**src/rtl/spi_slave_port.sv**
```systemverilog
// SPI slave endpoint: oversamples SCLK/MOSI/SS, deserialises MOSI words and serialises a held word onto MISO.
// Latency: pin changes act 3 clocks later; rx_valid rises 1 clock after the completing sample edge is detected.
// Backpressure: none; rx_valid is a one-cycle strobe and local logic must take rx_data when it fires.
module spi_slave_port #(
    parameter int   SLAVE_ID  = 0,
    parameter int   DATA_W    = 8,
    parameter logic CPOL      = 1'b0,
    parameter logic CPHA      = 1'b0,
    parameter logic LSB_FIRST = 1'b0
) (
    input  logic              clock,
    input  logic              rst_n,
    input  logic [7:0]        ss_pad_o,
    input  logic              sclk,
    input  logic              mosi_pad_o,
    output logic              miso_pad_i,
    input  logic [DATA_W-1:0] tx_data,
    input  logic              tx_load,
    output logic [DATA_W-1:0] rx_data,
    output logic              rx_valid,
    output logic              busy
);

    localparam int CNT_W = $clog2(DATA_W + 1);
    localparam logic [CNT_W-1:0] LAST_BIT = CNT_W'(DATA_W - 1);

    // Only one select bit belongs to this slave; the rest are deliberately ignored.
    logic unused_ss;
    assign unused_ss = &{1'b0, ss_pad_o};

    logic sel_s1, sel_s2, sel_s3;
    logic sclk_s1, sclk_s2, sclk_s3;
    logic mosi_s1, mosi_s2;

    logic [CNT_W-1:0]  bit_cnt;
    logic [DATA_W-1:0] rx_sr;
    logic [DATA_W-1:0] tx_sr;
    logic [DATA_W-1:0] hold_q;
    logic              reload_pend;

    logic              sel_fall, sel_rise;
    logic              lead_edge, trail_edge;
    logic              sample_edge, shift_edge;
    logic [DATA_W-1:0] hold_nxt;
    logic [DATA_W-1:0] rx_word;
    logic [DATA_W-1:0] tx_shifted;

    // Bit that goes on the wire first for a given word in the configured order.
    function automatic logic first_bit(input logic [DATA_W-1:0] w);
        return LSB_FIRST ? w[0] : w[DATA_W-1];
    endfunction

    assign sel_fall    = sel_s3 & ~sel_s2;
    assign sel_rise    = ~sel_s3 & sel_s2;
    assign lead_edge   = (sclk_s3 == CPOL) && (sclk_s2 != CPOL);
    assign trail_edge  = (sclk_s3 != CPOL) && (sclk_s2 == CPOL);
    assign sample_edge = CPHA ? trail_edge : lead_edge;
    assign shift_edge  = CPHA ? lead_edge : trail_edge;
    // A load in the same cycle as a reload point wins, so the fresh value goes out.
    assign hold_nxt    = tx_load ? tx_data : hold_q;
    assign rx_word     = LSB_FIRST ? {mosi_s2, rx_sr[DATA_W-1:1]} : {rx_sr[DATA_W-2:0], mosi_s2};
    assign tx_shifted  = LSB_FIRST ? (tx_sr >> 1) : (tx_sr << 1);

    // Two-flop synchronisers plus a third SS/SCLK stage used only for edge detection.
    always_ff @(posedge clock) begin
        if (!rst_n) begin
            sel_s1  <= 1'b1;
            sel_s2  <= 1'b1;
            sel_s3  <= 1'b1;
            sclk_s1 <= CPOL;
            sclk_s2 <= CPOL;
            sclk_s3 <= CPOL;
            mosi_s1 <= 1'b0;
            mosi_s2 <= 1'b0;
        end else begin
            sel_s1  <= ss_pad_o[SLAVE_ID];
            sel_s2  <= sel_s1;
            sel_s3  <= sel_s2;
            sclk_s1 <= sclk;
            sclk_s2 <= sclk_s1;
            sclk_s3 <= sclk_s2;
            mosi_s1 <= mosi_pad_o;
            mosi_s2 <= mosi_s1;
        end
    end

    // Frame control, receive deserialiser, transmit serialiser and holding register.
    always_ff @(posedge clock) begin
        if (!rst_n) begin
            miso_pad_i  <= 1'b0;
            rx_data     <= '0;
            rx_valid    <= 1'b0;
            busy        <= 1'b0;
            bit_cnt     <= '0;
            rx_sr       <= '0;
            tx_sr       <= '0;
            hold_q      <= '0;
            reload_pend <= 1'b0;
        end else begin
            rx_valid <= 1'b0;
            hold_q   <= hold_nxt;
            if (sel_rise) begin
                // Deselect drops any partial word and parks MISO low.
                busy        <= 1'b0;
                bit_cnt     <= '0;
                miso_pad_i  <= 1'b0;
                reload_pend <= 1'b0;
            end else if (sel_fall) begin
                busy        <= 1'b1;
                bit_cnt     <= '0;
                rx_sr       <= '0;
                tx_sr       <= hold_nxt;
                // With CPHA=1 the first leading edge is a reload point that drives bit 0.
                reload_pend <= CPHA;
                miso_pad_i  <= CPHA ? 1'b0 : first_bit(hold_nxt);
            end else if (busy) begin
                if (sample_edge) begin
                    rx_sr <= rx_word;
                    if (bit_cnt == LAST_BIT) begin
                        bit_cnt     <= '0;
                        rx_data     <= rx_word;
                        rx_valid    <= 1'b1;
                        reload_pend <= 1'b1;
                    end else begin
                        bit_cnt <= bit_cnt + 1'b1;
                    end
                end
                if (shift_edge) begin
                    if (reload_pend) begin
                        tx_sr       <= hold_nxt;
                        miso_pad_i  <= first_bit(hold_nxt);
                        reload_pend <= 1'b0;
                    end else begin
                        tx_sr      <= tx_shifted;
                        miso_pad_i <= first_bit(tx_shifted);
                    end
                end
            end
        end
    end

endmodule

```
**config.mk**
```make
export PLATFORM = sky130hd
export DESIGN_NAME = spi_slave_port
export DESIGN_NICKNAME = d
export VERILOG_FILES = /design/src/rtl/spi_slave_port.sv
export SDC_FILE = /design/constraint.sdc
export NUM_CORES = 1
export LEC_CHECK = 0
export CAP_MARGIN = 5
export CORE_ASPECT_RATIO = 2
export CORE_MARGIN = 2
export CORE_UTILIZATION = 30
export DETAILED_ROUTE_END_ITERATION = 8
export PLACE_DENSITY = 0.48
export SLEW_MARGIN = 25
export SYNTH_ARGS = -nofsm -noshare
export SYNTH_HDL_FRONTEND = slang
export SYNTH_SLANG_ARGS = --single-unit
export TNS_END_PERCENT = 100
```
**constraint.sdc**
```tcl
create_clock -name clock -period 2.26 [get_ports clock]
set_clock_uncertainty 0.05 [all_clocks]
set_input_delay 0.452 -clock clock [delete_from_list [all_inputs] [get_ports clock]]
set_output_delay 0.452 -clock clock [all_outputs]
set_load 0.02 [all_outputs]
```
==> results.ini <==
[critical_path]
r2r_cells=5
critPathLaunchType=register
worst-path-buf-inv=1
rr_startpoint=sel_s2
critPathKind=register to output port
arrival_ps=1380
r2r_setup_slack_ps=640
crit_start=busy
cp_slowest_cell=clkdlybuf4s50_1
end_kind=output port
critPathRequiredTime_ps=1760
critical-path-top-delay-family=buffers and inverters
cp_cell_sequence=clkdlybuf4s50_1
critical_path.max_fanout=6
r2r-end=rx_sr[4]
slowest_delay_ps=650

[clocking]
clk_pin_slew_worst_paths_ps=60
post_cts_buffers=0
cts_buffers=5
post_cts_resized=0
clock_path_buffers=2
clkLatencyLatePin_ps=290
clk_root_buffer_cell=clkbuf_16
htreeDepth=2
cts_tree=built
clock_sinks=46
postCtsHoldBufs=0

[synthesis]
syn-instance-count=174
mappedNetlistNets=198
ys_seq_area_share_pct=50.07
postSynthAreaPerCell_um2=10.57
ys_ff_latch=46
netlist_area_um2=1839
synth.distinct_cells=38
yosys_warnings=0

[timing]
timing.fmax_mhz=530.5
rsz0062_at_grt=no
finalSetupTns_ps=0
holdWs_ps=360.7
drv_slew=0
slew_headroom_pct=63.33
worst_pin_slew_ps=546.8
fin_crit_sh_pct=83.40
hold_violations=0
finalCriticalPeriod_ps=1885
setup_viol=0

[cells_and_area]
layout.nets=223
stdcell_count=262
layout_common_cells=46 x dfxtp_1, 25 x nand2_1, 24 x mux2i_1, 24 x clkdlybuf4s50_1, 14 x and2_1
drive_gt1_share_pct=12.06
n_antenna_cell=0
final_common_cell=dfxtp_1
num-fill-cells=624
area_growth_pct=23.20

[global_routing]
grt_pass1_vias=1399
grt_overflow_total=0
antenna_found_initial=0
grt_pass1_wl_um=6168
grt_max_degree=28
track_usage_pct=12.04

[worst_hold_path]
hold_end=sel_s2
hp-start=sel_s1
min_path_type=register to register
worstHoldPathCells=1

[drt]
drcViolationCount=0
drtPass1Iterations=4
vias_per_cell=4.962
drt_iter0_drc=11
wl_um=3594
post_drt_wl_per_cell_um=13.72
ant_nets=0
routed-via-count=1300

[floorplanning]
num_rows=40
start_util_pct=30.88
fp.dieW_um=59.37
die_h_um=114.7
core_um2=5956
io_pins=32
dieArea_um2=6811

[power]
leakage_nw=0.8770
power_density_nw_per_um2=721.2
irDropWorstVdd_v=0.0003774

[status]
status=completed

[place]
place_congestion=0.6904
port_buffers=24
dp_hpwl_um=2665
dpl.cell_count=255

[run]
max_cap_viol_count=0

==> flip-flops by register name, indices dropped and copies added (netlist names) <==
signal / cells
mosi_s2: 1
bit_cnt: 4
miso_pad_i: 1
sclk_s2: 1
rx_sr: 7
tx_sr: 7
rx_valid: 1
rx_data: 8
sel_s3: 1
sel_s2: 1
sel_s1: 1
mosi_s1: 1
sclk_s1: 1
reload_pend: 1
hold_q: 8
busy: 1
sclk_s3: 1
==> final cells by class <==
cell class,instances,area (um2),share of cell area (%)
multi-input combinational,117,863.3,38.10
clock inverter,1,7.507,0.3313
tap,63,78.83,3.479
inverter,3,11.26,0.4970
clock buffer,6,128.9,5.687
timing repair buffer,26,255.2,11.26
sequential,46,920.9,40.64
==> per-layer routing <==
layer / global-route usage (%) / vias up / routed length [um]
met2: 21.90 / 27 / 2011
met5: 0 / - / 0
li1: - / 649 / -
met4: 7.727 / 0 / 93
met3: 3.375 / 5 / 154
met1: 11.06 / 619 / 1335
==> stage by stage <==
stage	utilization (%)	setup WS, ps	power (W)	instance area (um2)
CTS	38.05	363.2	0.001661	2266
detailed placement	35.76	195.1	0.0009604	2130
global placement	35.76	226.2	0.0009571	2130
floorplan	-	838.4	0.0009215	1839
global route	38.05	302.6	0.001700	2266
finish	38.05	375.1	0.001634	2266
==> worst reg2reg max path, cell delays in order, from the launching register on <==
cell	delay, ps
dfxtp_1	310
inv_1	70
ha_1	280
inv_1	250
a21oi_4	370
mux2i_1	230
==> Yosys cell counts, drive strengths merged <==
master	count	area, um2
o31ai	1	12.51
nor3	1	5.000
dfxtp	46	920.9
ha	3	37.54
nand2	25	93.84
and3b	1	10.01
nand4b	1	8.760
a21oi	2	21.27
o21a	1	7.510
nand3	8	40.04
nor2b	2	12.51
a2bb2oi	1	8.760
xor2	2	17.52
or3b	1	8.760
inv	3	11.26
mux2	7	78.83
o2111ai	1	8.760
buf	6	36.29
o22ai	6	37.54
o21ai	3	15.01
nor3b	1	12.51
mux2i	24	240.2
and2	14	87.58
o221a	1	11.26
clkbuf	2	7.510
nor2	4	25.03
nand3b	2	27.53
o311ai	1	8.760
nand2b	3	18.77
or4	1	7.510
==> where the power goes <==
group,switching (W),internal (W)
Sequential,0.00000865,0.000829
Combinational,0.0000474,0.0000556
Clock,0.000290,0.000404
Total,0.000346,0.00129
==> worst max path at each step <==
stage | cells past startpoint | end
global placement | 4 | tx_sr[0]
detailed placement | 4 | tx_sr[0]
CTS | 1 | busy
finish | 1 | busy
floorplan | 3 | rx_data[0]
global route | 1 | busy
==> logic make-up after synthesis <==
group | after synthesis | synth area share [%]
AND/OR/NAND/NOR | 64 | 19.46
multiplexers | 31 | 17.35
AO/OA/AOI/OAI | 17 | 7.143
XOR/XNOR | 2 | 0.9526
buffers and inverters | 11 | 2.994
adder cells (fa/ha/maj) | 3 | 2.041
flip-flops | 46 | 50.07
(Power assumes the default switching activity.)
